<file path="config.mk">
export PLATFORM = sky130hd
export DESIGN_NAME = ex_stage
export DESIGN_NICKNAME = d
export VERILOG_FILES = /design/src/rtl/ex_stage.sv
export SDC_FILE = /design/constraint.sdc
export NUM_CORES = 1
export LEC_CHECK = 0
export ABC_AREA = 1
export CORE_UTILIZATION = 35
export CTS_CLUSTER_DIAMETER = 200
export DETAILED_ROUTE_END_ITERATION = 10
export HOLD_SLACK_MARGIN = 0.02
export PLACE_DENSITY_LB_ADDON = 0.2
export SETUP_SLACK_MARGIN = 0.15
export SKIP_LAST_GASP = 1
export SLEW_MARGIN = 10
export SYNTH_ARGS = -nofsm -noshare
export SYNTH_HDL_FRONTEND = slang
export SYNTH_SLANG_ARGS = --single-unit
</file>
<file path="constraint.sdc">
create_clock -name clk -period 2.91 [get_ports clk]
set_input_delay 0.582 -clock clk [delete_from_list [all_inputs] [get_ports clk]]
set_output_delay 0.582 -clock clk [all_outputs]
set_load 0.1 [all_outputs]
</file>
<file path="src/rtl/ex_stage.sv">
// ex_stage: MIPS execute stage with logic/shift/move ops, HI/LO registers and a
// 32-step sequential shift-add multiplier that stalls the pipeline while busy.
`ifndef EX_STAGE_DEFS
`define EX_STAGE_DEFS
`define RegBus        31:0
`define RegAddrBus    4:0
`define AluOpBus      7:0
`define AluSelBus     2:0
`define EXE_RES_NOP   3'b000
`define EXE_RES_LOGIC 3'b001
`define EXE_RES_SHIFT 3'b010
`define EXE_RES_MOVE  3'b011
`define EXE_NOP_OP    8'b00000000
`define EXE_AND_OP    8'b00100100
`define EXE_OR_OP     8'b00100101
`define EXE_XOR_OP    8'b00100110
`define EXE_NOR_OP    8'b00100111
`define EXE_SLL_OP    8'b01111100
`define EXE_SRL_OP    8'b00000010
`define EXE_SRA_OP    8'b00000011
`define EXE_MOVZ_OP   8'b00001010
`define EXE_MOVN_OP   8'b00001011
`define EXE_MFHI_OP   8'b00010000
`define EXE_MTHI_OP   8'b00010001
`define EXE_MFLO_OP   8'b00010010
`define EXE_MTLO_OP   8'b00010011
`define EXE_MULT_OP   8'b00011000
`define EXE_MULTU_OP  8'b00011001
`endif

module ex_stage (
    input  logic               clk,
    input  logic               rst,
    input  logic [`AluOpBus]   aluop_i,
    input  logic [`AluSelBus]  alusel_i,
    input  logic [`RegBus]     reg1_i,
    input  logic [`RegBus]     reg2_i,
    input  logic [`RegAddrBus] wd_i,
    input  logic               wreg_i,
    input  logic               valid_i,
    input  logic               stall_i,
    output logic [`RegAddrBus] wd_o,
    output logic               wreg_o,
    output logic [`RegBus]     wdata_o,
    output logic [`RegAddrBus] ex_wd_o,
    output logic               ex_wreg_o,
    output logic [`RegBus]     ex_wdata_o,
    output logic               stallreq_o,
    output logic [`RegBus]     hi_o,
    output logic [`RegBus]     lo_o
);
    typedef enum logic [1:0] {IDLE, BUSY, DONE} state_t;
    state_t      r_state;
    logic [4:0]  r_cnt;
    logic [63:0] r_mcand, r_prod;
    logic [31:0] r_mplier, r_hi, r_lo;
    logic        r_neg;
    logic        w_known, w_mul, w_signed, w_mthi, w_mtlo, w_ok;
    logic [31:0] w_res, w_abs1, w_abs2;
    logic [63:0] w_final;

    always_comb begin
        w_res   = '0;
        w_known = 1'b1;
        case ({alusel_i, aluop_i})
            {`EXE_RES_LOGIC, `EXE_OR_OP}:   w_res = reg1_i | reg2_i;
            {`EXE_RES_LOGIC, `EXE_AND_OP}:  w_res = reg1_i & reg2_i;
            {`EXE_RES_LOGIC, `EXE_XOR_OP}:  w_res = reg1_i ^ reg2_i;
            {`EXE_RES_LOGIC, `EXE_NOR_OP}:  w_res = ~(reg1_i | reg2_i);
            {`EXE_RES_SHIFT, `EXE_SLL_OP}:  w_res = reg2_i << reg1_i[4:0];
            {`EXE_RES_SHIFT, `EXE_SRL_OP}:  w_res = reg2_i >> reg1_i[4:0];
            {`EXE_RES_SHIFT, `EXE_SRA_OP}:  w_res = $signed(reg2_i) >>> reg1_i[4:0];
            {`EXE_RES_MOVE,  `EXE_MOVZ_OP}: w_res = reg1_i;
            {`EXE_RES_MOVE,  `EXE_MOVN_OP}: w_res = reg1_i;
            {`EXE_RES_MOVE,  `EXE_MFHI_OP}: w_res = r_hi;
            {`EXE_RES_MOVE,  `EXE_MFLO_OP}: w_res = r_lo;
            {`EXE_RES_NOP,   `EXE_MTHI_OP}: ;
            {`EXE_RES_NOP,   `EXE_MTLO_OP}: ;
            {`EXE_RES_NOP,   `EXE_MULT_OP}: ;
            {`EXE_RES_NOP,   `EXE_MULTU_OP}: ;
            default:                        w_known = 1'b0;
        endcase
    end

    assign w_signed   = aluop_i == `EXE_MULT_OP;
    assign w_mul      = valid_i && alusel_i == `EXE_RES_NOP && (w_signed || aluop_i == `EXE_MULTU_OP);
    assign w_mthi     = valid_i && {alusel_i, aluop_i} == {`EXE_RES_NOP, `EXE_MTHI_OP};
    assign w_mtlo     = valid_i && {alusel_i, aluop_i} == {`EXE_RES_NOP, `EXE_MTLO_OP};
    assign w_abs1     = (w_signed && reg1_i[31]) ? -reg1_i : reg1_i;
    assign w_abs2     = (w_signed && reg2_i[31]) ? -reg2_i : reg2_i;
    assign w_final    = r_neg ? -r_prod : r_prod;
    // Multiply cycles (IDLE-with-mult, BUSY, DONE) all hand EX/MEM a bubble
    assign w_ok       = rst && valid_i && w_known && !w_mul && r_state == IDLE;
    assign ex_wd_o    = w_ok ? wd_i : '0;
    assign ex_wreg_o  = w_ok && wreg_i && !w_mthi && !w_mtlo;
    assign ex_wdata_o = w_ok ? w_res : '0;
    assign stallreq_o = rst && (r_state == BUSY || (r_state == IDLE && w_mul));
    assign hi_o       = r_hi;
    assign lo_o       = r_lo;

    always_ff @(posedge clk or negedge rst) begin
        if (!rst) begin
            wd_o     <= '0;
            wreg_o   <= 1'b0;
            wdata_o  <= '0;
            r_hi     <= '0;
            r_lo     <= '0;
            r_cnt    <= '0;
            r_state  <= IDLE;
            r_mcand  <= '0;
            r_mplier <= '0;
            r_prod   <= '0;
            r_neg    <= 1'b0;
        end else if (!stall_i) begin
            wd_o    <= ex_wd_o;
            wreg_o  <= ex_wreg_o;
            wdata_o <= ex_wdata_o;
            case (r_state)
                IDLE: begin
                    if (w_mul) begin
                        r_state  <= BUSY;
                        r_cnt    <= '0;
                        r_mcand  <= {32'd0, w_abs1};
                        r_mplier <= w_abs2;
                        r_prod   <= '0;
                        r_neg    <= w_signed && (reg1_i[31] ^ reg2_i[31]);
                    end else begin
                        if (w_mthi) r_hi <= reg1_i;
                        if (w_mtlo) r_lo <= reg1_i;
                    end
                end
                BUSY: begin
                    r_prod   <= r_prod + (r_mplier[0] ? r_mcand : 64'd0);
                    r_mcand  <= r_mcand << 1;
                    r_mplier <= r_mplier >> 1;
                    r_cnt    <= r_cnt + 5'd1;
                    if (r_cnt == 5'd31) r_state <= DONE;
                end
                DONE: begin
                    {r_hi, r_lo} <= w_final;
                    r_state      <= IDLE;
                end
                default: r_state <= IDLE;
            endcase
        end
    end
endmodule

</file>
==> results_dict.tcl <==
set metrics [dict create \
    cts_made_buffers 35 \
    grt_usage_pct 41.57 \
    period_needed_ns 3.215 \
    critPathArrivalTime_ns 2.63 \
    drive_gt1_share_pct 31.84 \
    rows 101 \
    first_iter_violations 3609 \
    routedWlPerCell_um 25.28 \
    vias_per_cell 5.534 \
    vdd_drop_max_uv 434.3 \
    r2r_slack_ns 0.18 \
    timing.fmax_mhz 311.0 \
    cts_max_path_buffers 3 \
    drtAntennaViolNets 0 \
    antenna_found_initial 4 \
    pin_count 226 \
    place_congestion 1.105 \
    die-area_um2 78770 \
    grt_overflow 0 \
    slew_violations 0 \
    post-route-period-util_pct 110.5 \
    final_cell_mix "nand2_1 (1267), buf_4 (814), inv_1 (498)" \
    synthToLayoutAreaGrowth_pct 57.43 \
    seq_area_frac_synth_pct 24.86 \
    crit_path_end_kind "output port" \
    clk_latency_ns 0.61 \
    remaining_drc_errors 0 \
    grt_pass1_vias 35270 \
    syn_area_per_cell_um2 5.779 \
    start_kind "primary input" \
    fin_ws_ns -0.3050 \
    yosys.cell_types.count 48 \
    tightest_slew_ns 0.9495 \
    hpwl_mm 137.2 \
    cts-root-buf "clkbuf_16" \
    rsz0062_at_grt "yes" \
    clk_pin_slew_ns 0.06 \
    die_h_um 280.7 \
    cts.sink_count 270 \
    syn_area_um2 27180 \
    fin_worst_skew_ns 0.02852 \
    place_ws_ns -0.9154 \
    hold_violations 0 \
    power.total_w 0.01707 \
    initial_utilization_pct 35.61 \
    timing.slew.headroom_pct 36.47 \
    drt-pass1-iter-count 7 \
    grt_pass1_wl_mm 237.6 \
    place.port_buffers 225 \
    core-area_um2 76330 \
    ys_warn_count 0 \
    leakagePower_nw 21.94 \
    die_width_um 280.7 \
    synthCells 4703 \
    hold_path.class "flip-flop to flip-flop" \
    power.density_nw_per_um2 398.9 \
    drt-total-wl_mm 169.8 \
    grt_max_degree 117 \
    synth_fp_nets 4922 \
    setup_violations 38 \
    worstPathRequired_ns 2.33 \
    nets 5879 \
    violations "negative setup slack" \
    synth_seq_cells 270 \
    vias 37170 \
    htree_levels 2 \
    final_common_cell "nand2_1" \
    criticalPathCategory "primary input to output port" \
    drv_cap 0 \
    worstPathMaxFanout 5 \
    cts_tree "built" \
    outcome "finished, violations left" \
]
-- path summary, 6_finish.rpt --
path | cells after the start | end | from
max in group asynchronous | 4 | r_mplier[0] | rst
min | 2 | r_mplier[21] | r_mplier[21]
max reg2reg | 16 | r_prod[54] | r_mplier[0]
max | 15 | ex_wdata_o[4] | alusel_i[1]
min reg2reg | 2 | r_mplier[21] | r_mplier[21]
min in group asynchronous | 3 | r_mcand[46] | rst
-- cell families after synthesis --
family / after synthesis / share of synthesized area [%]
mux: 1 / 0.03683
xor+xnor: 34 / 1.096
buf+inv: 745 / 10.55
compound gates: 766 / 15.19
simple gates: 2753 / 42.07
fa+ha+maj: 134 / 6.197
flops: 270 / 24.86
-- final cells by class --
class	count	area [um^2]
Multi-Input combinational cell	3688	21000
Clock buffer	43	955.9
Sequential cell	270	6759
Antenna cell	1	2.502
Fill cell	7740	33540
Timing Repair inverter	1	5.005
Inverter	573	2278
Timing Repair Buffer	1091	10220
Tap cell	1030	1289
Clock inverter	19	282.8
-- per-layer routing --
layer / share of wire, % / GRT usage (%) / wire length (um)
met1: 37 / 48.54 / 63670
met4: 9.7 / 32.39 / 16460
met5: 0.028 / 0 / 48
met3: 7.3 / 6.218 / 12450
met2: 45 / 68.39 / 77180
-- cells in the mapped netlist, drive strengths merged --
library cell | number | area [um^2]
a31oi | 27 | 168.9
and3 | 2 | 12.51
xnor2 | 1 | 8.760
o31ai | 3 | 22.52
a22o | 3 | 26.28
nand3b | 21 | 157.7
buf | 71 | 335.3
o211ai | 29 | 217.7
xor2 | 33 | 289.0
and2 | 10 | 62.56
a211oi | 1 | 7.510
nand4 | 56 | 350.3
o221ai | 4 | 35.03
fa | 1 | 20.02
nand2 | 1457 | 5482
nor2 | 610 | 2340
or2 | 7 | 43.79
o2111ai | 1 | 8.760
nor3b | 3 | 22.52
o21bai | 6 | 45.04
nor4 | 8 | 50.05
inv | 565 | 2121
mux2i | 1 | 10.01
o21ai | 356 | 1782
a21boi | 2 | 15.01
nand3 | 536 | 2683
a21o | 1 | 7.510
a21oi | 268 | 1364
dfrtp | 270 | 6756
clkinv | 8 | 30.03
ha | 133 | 1664
o22ai | 48 | 300.3
clkbuf | 101 | 380.4
a22oi | 9 | 67.56
nor3 | 43 | 231.5
o21a | 8 | 60.06
-- worst max-delay path, cell delays in order --
cell and delay, ns:
buf_8 0.08, buf_6 0.10, buf_6 0.11, nand3_4 0.10, buf_6 0.12, buf_6 0.11, nor2_4 0.14, nand4_1 0.29
inv_2 0.24, nand2_1 0.12, nand2_2 0.09, nor2_4 0.05, buf_12 0.13, a31oi_4 0.17, buf_12 0.20
-- registers in the layout, summed over array words and instances, names as in the netlist --
signal / flops
hi_o: 32
wd_o: 5
r_state: 2
r_prod: 64
r_mplier: 32
lo_o: 32
wdata_o: 32
r_mcand: 64
r_neg: 1
wreg_o: 1
r_cnt: 5
-- power breakdown --
group	internal [W]	total [W]	switching, W
Sequential	0.00408	0.00443	0.000349
Clock	0.00283	0.00487	0.00204
Combinational	0.00296	0.00777	0.00481
-- per-stage QoR --
step	utilization, %	setup TNS, ns	hold WS (ns)	instances	instance area (um^2)
floorplan	-	-3.144	0.2864	4703	27710
global placement	48.46	-64.00	0.4584	6543	36990
detailed placement	48.46	-64.09	0.4603	6543	36990
CTS	52.73	-6.085	0.4766	6666	40250
global route	56.05	-9.826	0.4976	6715	42780
finish	56.06	-7.908	0.4727	6716	42790
-- timing repair --
action	in CTS	in global routing
gates cloned	6	5
hold buffers	1	0
gates resized for setup	546	571
buffers inserted	54	44
hold endpoints to repair	2	0
endpoints found under the setup margin	67	91
pin swaps	103	156
No activity file was read; power rests on OpenSTA's default activity.
